--- config.mk ---
export PLATFORM = sky130hd
export DESIGN_NAME = mul_div_unit
export DESIGN_NICKNAME = d
export VERILOG_FILES = /design/src/rtl/mul_div_unit.sv
export SDC_FILE = /design/constraint.sdc
export NUM_CORES = 1
export LEC_CHECK = 0
export BUFFER_PORTS_ARGS = -buffer_cell sky130_fd_sc_hd__buf_2
export CORE_MARGIN = 2
export CORE_UTILIZATION = 45
export DETAILED_ROUTE_END_ITERATION = 7
export SETUP_SLACK_MARGIN = 0.5
export SYNTH_ARGS = -nofsm -noshare
export SYNTH_HDL_FRONTEND = slang
export SYNTH_SLANG_ARGS = --single-unit
--- constraint.sdc ---
create_clock -name clk -period 4.5 [get_ports clk]
set_clock_uncertainty 0.05 [all_clocks]
set_input_delay 0.225 -clock clk [delete_from_list [all_inputs] [get_ports clk]]
set_output_delay 0.225 -clock clk [all_outputs]
set_load 0.01 [all_outputs]
--- src/rtl/mul_div_unit.sv ---
// Iterative MIPS multiply/divide unit with HI/LO registers.
// MULT/MULTU/DIV/DIVU take WIDTH+1 cycles; MTHI/MTLO complete in a single cycle.
module mul_div_unit #(
  parameter int unsigned WIDTH = 32
) (
  input  logic             clk,
  input  logic             reset,
  input  logic             start,
  input  logic [2:0]       op,
  input  logic [WIDTH-1:0] A,
  input  logic [WIDTH-1:0] B,
  output logic             busy,
  output logic             done,
  output logic [WIDTH-1:0] hi,
  output logic [WIDTH-1:0] lo
);

  localparam int unsigned CW = $clog2(WIDTH);

  typedef enum logic [1:0] {S_IDLE, S_CALC, S_FIX} state_t;

  state_t               state_q;
  logic [CW-1:0]        cnt_q;
  logic [WIDTH-1:0]     a_q, b_q;
  logic [2*WIDTH-1:0]   acc_q, acc_d;
  logic                 is_div_q, neg_res_q, neg_rem_q, divz_q;
  logic                 busy_q, done_q;
  logic [WIDTH-1:0]     hi_q, lo_q;

  logic                 sa, sb;
  logic [WIDTH-1:0]     abs_a, abs_b;
  logic [WIDTH:0]       mul_sum, div_rem_sh, div_diff;
  logic [WIDTH-1:0]     q_raw, r_raw, q_fix, r_fix;
  logic [2*WIDTH-1:0]   prod_fix;

  always_comb begin
    sa    = ~op[0] & A[WIDTH-1];
    sb    = ~op[0] & B[WIDTH-1];
    abs_a = sa ? -A : A;
    abs_b = sb ? -B : B;

    // acc_q holds {product_hi, multiplier/product_lo} or {remainder, dividend/quotient}
    mul_sum    = {1'b0, acc_q[2*WIDTH-1:WIDTH]} + (acc_q[0] ? {1'b0, a_q} : '0);
    div_rem_sh = {acc_q[2*WIDTH-1:WIDTH], acc_q[WIDTH-1]};
    div_diff   = div_rem_sh - {1'b0, b_q};
    if (is_div_q) begin
      if (!div_diff[WIDTH]) acc_d = {div_diff[WIDTH-1:0], acc_q[WIDTH-2:0], 1'b1};
      else                  acc_d = {div_rem_sh[WIDTH-1:0], acc_q[WIDTH-2:0], 1'b0};
    end else begin
      acc_d = {mul_sum, acc_q[WIDTH-1:1]};
    end

    q_raw = acc_q[WIDTH-1:0];
    r_raw = acc_q[2*WIDTH-1:WIDTH];
    // Zero divisor: the restoring loop already yields all-ones and |A|; skip the negation.
    q_fix    = divz_q ? '1 : (neg_res_q ? -q_raw : q_raw);
    r_fix    = neg_rem_q ? -r_raw : r_raw;
    prod_fix = neg_res_q ? -acc_q : acc_q;
  end

  always_ff @(posedge clk) begin
    if (reset) begin
      state_q   <= S_IDLE;
      cnt_q     <= '0;
      a_q       <= '0;
      b_q       <= '0;
      acc_q     <= '0;
      is_div_q  <= 1'b0;
      neg_res_q <= 1'b0;
      neg_rem_q <= 1'b0;
      divz_q    <= 1'b0;
      busy_q    <= 1'b0;
      done_q    <= 1'b0;
      hi_q      <= '0;
      lo_q      <= '0;
    end else begin
      done_q <= 1'b0;
      case (state_q)
        S_IDLE: begin
          if (start) begin
            case (op)
              3'b000, 3'b001, 3'b010, 3'b011: begin
                a_q       <= abs_a;
                b_q       <= abs_b;
                acc_q     <= op[1] ? {{WIDTH{1'b0}}, abs_a} : {{WIDTH{1'b0}}, abs_b};
                is_div_q  <= op[1];
                neg_res_q <= sa ^ sb;
                neg_rem_q <= sa;
                divz_q    <= op[1] & (B == '0);
                cnt_q     <= '0;
                busy_q    <= 1'b1;
                state_q   <= S_CALC;
              end
              3'b100: begin
                hi_q   <= A;
                done_q <= 1'b1;
              end
              3'b101: begin
                lo_q   <= A;
                done_q <= 1'b1;
              end
              default: ;
            endcase
          end
        end
        S_CALC: begin
          acc_q <= acc_d;
          cnt_q <= cnt_q + 1'b1;
          if (cnt_q == CW'(WIDTH-1)) state_q <= S_FIX;
        end
        S_FIX: begin
          if (is_div_q) begin
            hi_q <= r_fix;
            lo_q <= q_fix;
          end else begin
            hi_q <= prod_fix[2*WIDTH-1:WIDTH];
            lo_q <= prod_fix[WIDTH-1:0];
          end
          busy_q  <= 1'b0;
          done_q  <= 1'b1;
          state_q <= S_IDLE;
        end
        default: state_q <= S_IDLE;
      endcase
    end
  end

  assign busy = busy_q;
  assign done = done_q;
  assign hi   = hi_q;
  assign lo   = lo_q;

endmodule
# Word level (Yosys, flattened, before mapping)
# Cells that the tools add are included.
# classes
bitwise	5
eq_ne	13
muxes	34
n_addsub	8
n_reduce_logical	13
# op_table
operator	n
2-to-1 mux 32 bit	13
2-to-1 mux 64 bit	5
negation 32 bit	4
one-hot mux 32 bit (2 select lines)	2
one-hot mux 64 bit (2 select lines)	1
negation 64 bit	1
adder 32 x 32 -> 33 bit	1
subtractor 33 x 32 -> 33 bit	1
zero test 32 bit	1
AND reduction 3 bit	6
2-to-1 mux 5 bit	2
one-hot mux 5 bit (2 select lines)	1
equality test 3 x 2 -> 1 bit (second input constant)	2
equality test 3 bit (second input constant)	2
2-to-1 mux 2 bit	3
inequality test 2 x 1 -> 1 bit (second input constant)	3
adder 5 x 1 -> 5 bit (second input constant)	1
equality test 5 bit (second input constant)	1
2-to-1 mux 1 bit	4
inequality test 2 bit (second input constant)	2
one-hot mux 1 bit (2 select lines)	2
one-hot mux 2 bit (2 select lines)	1
nonzero test 2 bit	2
OR reduction 4 bit	1
9 further kinds	11
# word_totals
regBits	205
elab_cells	86
output_inout_bits	66

# Longest topological paths before layout
# Gate-level depths: netlist (run 1).
# logic_depth
word_depth	7
depth_mapped	15

# Least setup slack after synthesis (run 1)
# OpenSTA, ideal clock, no wires.
# synth_path
kind	register -> register
start	register acc_q[0]
end	register acc_q[61]
setup_time_ns	0.079
stages_incl_launch_ff	16
path_slack_ns	0.866
path_buffers	2
arrival_time_ns	3.505
path_cell_list	dfxtp_1 clkbuf_1 clkbuf_1 and2_1 ha_1 inv_1 fa_1 and2b_2 o31a_1 o31ai_2 a311oi_2 a21oi_2 o31a_1 or4b_1 and3_1 o221ai_2
# synth_between
elab_chain_cells	4
# synth_rtl
item	line_no	source
from (decl)	25	logic [2*WIDTH-1:0] acc_q, acc_d;
from (signal assigned)	85	acc_q <= op[1] ? {{WIDTH{1'b0}}, abs_a} : {{WIDTH{1'b0}}, abs_b};
2-to-1 mux 32 bit	43	mul_sum = {1'b0, acc_q[2*WIDTH-1:WIDTH]} + (acc_q[0] ? {1'b0, a_q} : '0);
adder 32 x 32 -> 33 bit	43	
2-to-1 mux 64 bit	46	if (is_div_q) begin
one-hot mux 64 bit (2 select lines)	78	case (state_q)
# No other way between the ends.
# A chain may end at the register's enable or synchronous reset.

# Worst setup path after layout (run 1)
# Ends and elaborated chain as after synthesis.

==> reports/qor.yml, run 1 <==
outcome: "finished, final reports clean"
yosys.area.top_type: "dfxtp_1"
peakVddDrop_mv: 0.273
grt_first_pass_wirelength_um: 89500
die_area_sq_mm: 0.0361
cap_viol_max_count: 0
power_leakage_nw: 6.92
pre_cts_slack_ps: 831
syn_avg_cell_area_sq_um: 7.59
utilization: 0.507
dpl.cell_count: 2538
power_density_mw_per_mm2: 301
path_max_fanout: 36
dp_hpwl_um: 46400
dr_wl_met3_um: 4460
whs_ps: 30.8
area_growth_pct: 11.5
hold_viol_final: 0
syn_area_sq_mm: 0.0156
slew_headroom: 0.269
routed_wl_um: 59800
worst_pin_slew_ps: 1100
wire_per_inst_um: 23.1
die_h_um: 190
place_area_sq_mm: 0.0165
grt_max_degree: 114
ys_ff_latch: 205
max_stage_delay_ps: 500
crit_buf_inv: 1
die_w_um: 190
start_util: 0.454
crit_family: "compound AO/OA/AOI/OAI gates"
drc: 0
cts_buffers: 25
cp-end-kind: "register"
dr.pass1.iters: 6
syn_inst: 2052
diodes: 0
yosysWarnings: 0
worstSetupStartpointType: "register"
cts_sinks: 205
syn-num-nets: 2194
power_mw: 5.23
io_buffers: 135
ctsLongestPathBuffers: 3
synth_most_common_cell: "nor2_1"
antenna_found_initial: 3
clockRootBuffer: "clkbuf_16"
required_ps: 4920
ys.flop_type: "dfxtp_1"
pin_count: 136
drive_above_1_share: 0.125
place_congestion: 0.944
design_area_sq_mm: 0.0174
setup_viol: 0
ys_top_cells_by_area: "dfxtp_1 (26%), nor2_1 (6.0%), ha_1 (5.6%)"
core-area_sq_mm: 0.0343
vias: 15900
top_layer: "met4"
wl_met1_um: 26100
crit_path_frequent_cell: "o31a_1"
clock_latency_ps: 560
fmaxAchievable_ghz: 0.271
crit_chain: "buf_4 -> nand2_1 -> fa_1 -> and2b_2 -> o31a_1 -> o31ai_2 -> a311oi_2 -> a21oi_2 -> o31a_1 -> or4b_1 -> and3_1 -> o221ai_2"
drv_slew: 0
worst_slack_ps: 816
fill_cells: 3471
min_period_ps: 3680
synth_edf_count: 0
ys_async_sr_fraction: 0
worstSetupPathType: "reg -> reg"
period_share: 0.819
cts_tree: "done"
final_nets: 2255
synth_top_area_frac: 0.264
clkSlewWorstSetupHoldPaths_ps: 60
wl_met2_um: 27300
fin_cells: 2585
track_usage: 0.322
num_rows: 68
hp-class: "in -> reg"
slowest_stage: "or4b_1"
grt_pass1_vias: 14500
synthDistinctLibCells: 99
arrival_ps: 4100
yosys-top-cells-count: "nor2_1 (249), dfxtp_1 (205), nand2_1 (184)"
drt_iter0_markers: 1501
ys_seq_area_frac: 0.264
htreeDepth: 1
final.setup.tns_ps: 0
rsz0062_at_grt: "false"
viasPerCell: 6.17
overflow: 0
drtAntennaViolNets: 0
## cell families after synthesis
group                      count (synthesis)  synth area share
AOI/OAI and AO/OA                        648             0.276
xor gates and xnor gates                 171            0.0962
adders and majority gates                 72            0.0588
buffers and inverters                    206            0.0587
DFF                                      205             0.264
muxes                                     57            0.0370
and+or+nand+nor                          693             0.210
## state kept, by name (all words and copies together) (netlist names)
register	cells
neg_res_q	1
hi	32
divz_q	1
is_div_q	1
state_q	2
busy	1
a_q	32
done	1
lo	32
b_q	32
neg_rem_q	1
cnt_q	5
acc_q	64
## cell usage in the layout, fill, tap and decap left out, types with 43 or more instances in the layout
cell type / count
ha_1: 70
nor2_1: 247
mux2i_1: 53
nor3_1: 43
o21ai_0: 139
a211oi_1: 89
inv_1: 64
buf_2: 134
nand2_1: 184
a21oi_1: 159
xnor2_1: 91
xor2_1: 80
dfxtp_1: 203
## worst reg2reg max path: stages, from the launching register on
cell and delay (ps):
dfxtp_1 320, buf_4 320, nand2_1 160, fa_1 440, and2b_2 240, o31a_1 200, o31ai_2 100, a311oi_2 460
a21oi_2 150, o31a_1 320, or4b_1 500, and3_1 200, o221ai_2 140
## worst paths after layout
| check | start | endpoint | slack (ps) | depth (start not counted) |
|---|---|---|---|---|
| worst min-delay path | B[0] | b_q[0]$_SDFFE_PP0P_ | 30 | 3 |
| worst min register to register | lo[31]$_SDFFE_PP0P_ | lo[31]$_SDFFE_PP0P_ | 400 | 2 |
| worst max-delay path | acc_q[0]$_SDFFE_PP0P_ | acc_q[61]$_SDFFE_PP0P_ | 820 | 12 |
| worst max register to register | acc_q[0]$_SDFFE_PP0P_ | acc_q[61]$_SDFFE_PP0P_ | 820 | 12 |
## per-layer routing
| layer | GRT usage | up-vias |
|---|---|---|
| met4 | 0.104 | 0 |
| met2 | 0.514 | 605 |
| met5 | 0 | - |
| met3 | 0.0494 | 101 |
| met1 | 0.445 | 7672 |
| li1 | - | 7568 |
## where the power goes
group	internal (mW)	leakage [nW]	switching [mW]	total (mW)
sequential	1.90	1.67	0.102	2.00
clock	1.28	0.429	0.880	2.16
combinational	0.364	4.82	0.697	1.06
total	3.55	6.92	1.68	5.23
## cell type report
| type | instances | area (sq um) | area share |
|---|---|---|---|
| multi-input combinational | 1641 | 10600 | 0.609 |
| inverter | 65 | 244 | 0.0140 |
| clock inverter | 12 | 166 | 0.00958 |
| timing repair buffer | 175 | 998 | 0.0575 |
| tap | 455 | 569 | 0.0328 |
| clock buffer | 32 | 702 | 0.0404 |
| sequential | 205 | 4110 | 0.236 |
## what timing repair did
action | CTS | global route
hold buffers | 3 | 0
setup buffers | 0 | 0
setup endpoints to repair | 0 | 1
resized for setup | 0 | 1
hold endpoints to repair | 3 | 0
Power figures use the tool's default switching activity.
==> inputs of run 2 (changes only) <==
--- a/config.mk
+++ b/config.mk
@@ -9,6 +9,7 @@
 export CORE_MARGIN = 2
 export CORE_UTILIZATION = 45
 export DETAILED_ROUTE_END_ITERATION = 7
+export PLACE_DENSITY = 0.65
 export SETUP_SLACK_MARGIN = 0.5
 export SYNTH_ARGS = -nofsm -noshare
 export SYNTH_HDL_FRONTEND = slang
==> constraint.sdc (replaced) <==
create_clock -name clk -period 3.1 [get_ports clk]
set_clock_uncertainty 0.05 [all_clocks]
set_input_delay 0.155 -clock clk [delete_from_list [all_inputs] [get_ports clk]]
set_output_delay 0.155 -clock clk [all_outputs]
set_load 0.01 [all_outputs]
==> run 2 against run 1 <==
The flow now finishes with violations (negative setup slack). Critical path depth is 1 higher. Sequential share of layout area down 3.6 points. Core utilization is 9.7 points higher. Global-route usage up 1.3 points. Final area grew 19%. Flip-flop and latch count unchanged. Sequential power increased by 44%. Combinational power grew 92%. Clock power increased by 37%. Via count rose by 7.3%.
==> reports/qor.yml, run 2 (synthesis results as in run 1) <==
power_density_mw_per_mm2: 380
dr.pass1.iters: 5
slowest_stage: "or4b_1"
grt_pass1_vias: 15700
drv_slew: 0
place_congestion: 0.969
cap_viol_max_count: 0
peakVddDrop_mv: 0.436
wire_per_inst_um: 22.9
dp_hpwl_um: 48600
largest_reg_flops: 64
clock_latency_ps: 550
path_max_fanout: 3
worstSetupStartpointType: "register"
diodes: 0
design_area_sq_mm: 0.0207
area_growth_pct: 32.9
final_nets: 2465
die_w_um: 190
final_cell_mix: "nor2_1 (236), buf_4 (209), dfxtp_1 (184)"
cts_tree: "done"
crit_path_frequent_cell: "o31a_1"
overflow: 0
cp-end-kind: "register"
hold_viol_final: 0
crit_buf_inv: 1
multi_input_area_sq_mm: 0.0121
clockRootBuffer: "clkbuf_16"
hp-class: "in -> reg"
viasPerCell: 6.12
max_stage_delay_ps: 460
track_usage: 0.335
pin_count: 136
core-area_sq_mm: 0.0343
routed_wl_um: 64100
required_ps: 3510
drt_iter0_markers: 1674
io_buffers: 135
cts_buffers: 26
mostFrequentLayoutCell: "nor2_1"
drive_above_1_share: 0.301
power_leakage_nw: 8.17
num_rows: 68
setup_viol: 1
ctsLongestPathBuffers: 3
period_share: 1.01
crit_chain: "and2_4 -> ha_4 -> inv_2 -> fa_2 -> and2b_2 -> o31a_1 -> o31ai_4 -> a311oi_2 -> a21oi_2 -> o31a_1 -> or4b_1 -> and3_1 -> o221ai_2"
slew_headroom: 0.323
start_util: 0.454
clkSlewWorstSetupHoldPaths_ps: 60
die_h_um: 190
regMostFlops: "acc_q"
cts_sinks: 205
dpl.cell_count: 2677
crit_family: "compound AO/OA/AOI/OAI gates"
min_period_ps: 3140
drc: 0
outcome: "complete, but fails checks"
fill_cells: 3103
seqCellArea_sq_mm: 0.00414
pre_cts_slack_ps: -34.1
worst_pin_slew_ps: 1010
rsz0062_at_grt: "true"
die_area_sq_mm: 0.0361
vias: 17100
place_area_sq_mm: 0.0180
worstSetupPathType: "reg -> reg"
antenna_found_initial: 0
grt_first_pass_wirelength_um: 92900
arrival_ps: 3550
fmaxAchievable_ghz: 0.318
drtAntennaViolNets: 0
htreeDepth: 1
grt_max_degree: 112
fin_cells: 2796
worst_slack_ps: -40.6
violations: "negative setup slack"
run 2: cell count changes in the layout (fill, tap and decap cells not counted), sizes merged:
cell / change
clkinv: +4
bufinv: -2
clkbuf: +3
buf: +204
dlygate4sd3: +5
inv: -2
clkinvlp: -1
run 2: tightest hold or removal path, delay by kind of cell:
family | cells | cell delay [ps]
AOI/OAI and AO/OA | 1 | 130
xor gates and xnor gates | 1 | 140
buffers and inverters | 1 | 130
run 2: final timing paths:
kind / from / end / slack (ps) / cells past startpoint
worst max-delay path: acc_q[0]$_SDFFE_PP0P_ / acc_q[61]$_SDFFE_PP0P_ / -40 / 13
worst min-delay path: B[27] / acc_q[27]$_SDFFE_PP0P_ / 0.3 / 3
worst min register to register: lo[22]$_SDFFE_PP0P_ / lo[22]$_SDFFE_PP0P_ / 400 / 2
worst max register to register: acc_q[0]$_SDFFE_PP0P_ / acc_q[61]$_SDFFE_PP0P_ / -40 / 13
run 2: metrics by stage:
stage                     power [mW]  hold WS [ps]   util  setup TNS, ps
after floorplan                 3.97           241      -           -265
after global placement          4.64           385  0.524              0
after detailed placement        4.65           387  0.524           -125
after CTS                       7.65          1.35  0.568          -39.1
after global routing            8.12          13.3  0.604           -195
final                           7.86         0.257  0.604          -40.6
run 2: timing repair:
action | in CTS | in global routing
pin swaps | 50 | 92
hold buffers | 8 | 0
endpoints found under the hold margin | 17 | 0
resized for setup | 93 | 207
buffers inserted | 24 | 39
gates cloned | 2 | 0
setup endpoints to repair | 57 | 69
run 2: cell type report:
class                           count  share of cell area
Inverter                           65              0.0120
Multi-Input combinational cell   1641               0.586
Clock buffer                       35              0.0350
Timing Repair Buffer              384               0.134
Clock inverter                     11             0.00459
Sequential cell                   205               0.200
Tap cell                          455              0.0275
run 2: power by group:
part	internal, mW	leakage (nW)	switching (mW)
clock network	1.72	0.412	1.23
logic	0.817	6.07	1.23
registers	2.76	1.68	0.107
total	5.29	8.17	2.57
run 2: per-layer routing:
layer,share of wire,vias to the layer above,GRT usage
met4,0.050,0,0.155
met1,0.42,8165,0.446
met3,0.074,174,0.0577
met5,0,-,0
li1,-,8000,-
met2,0.45,767,0.527
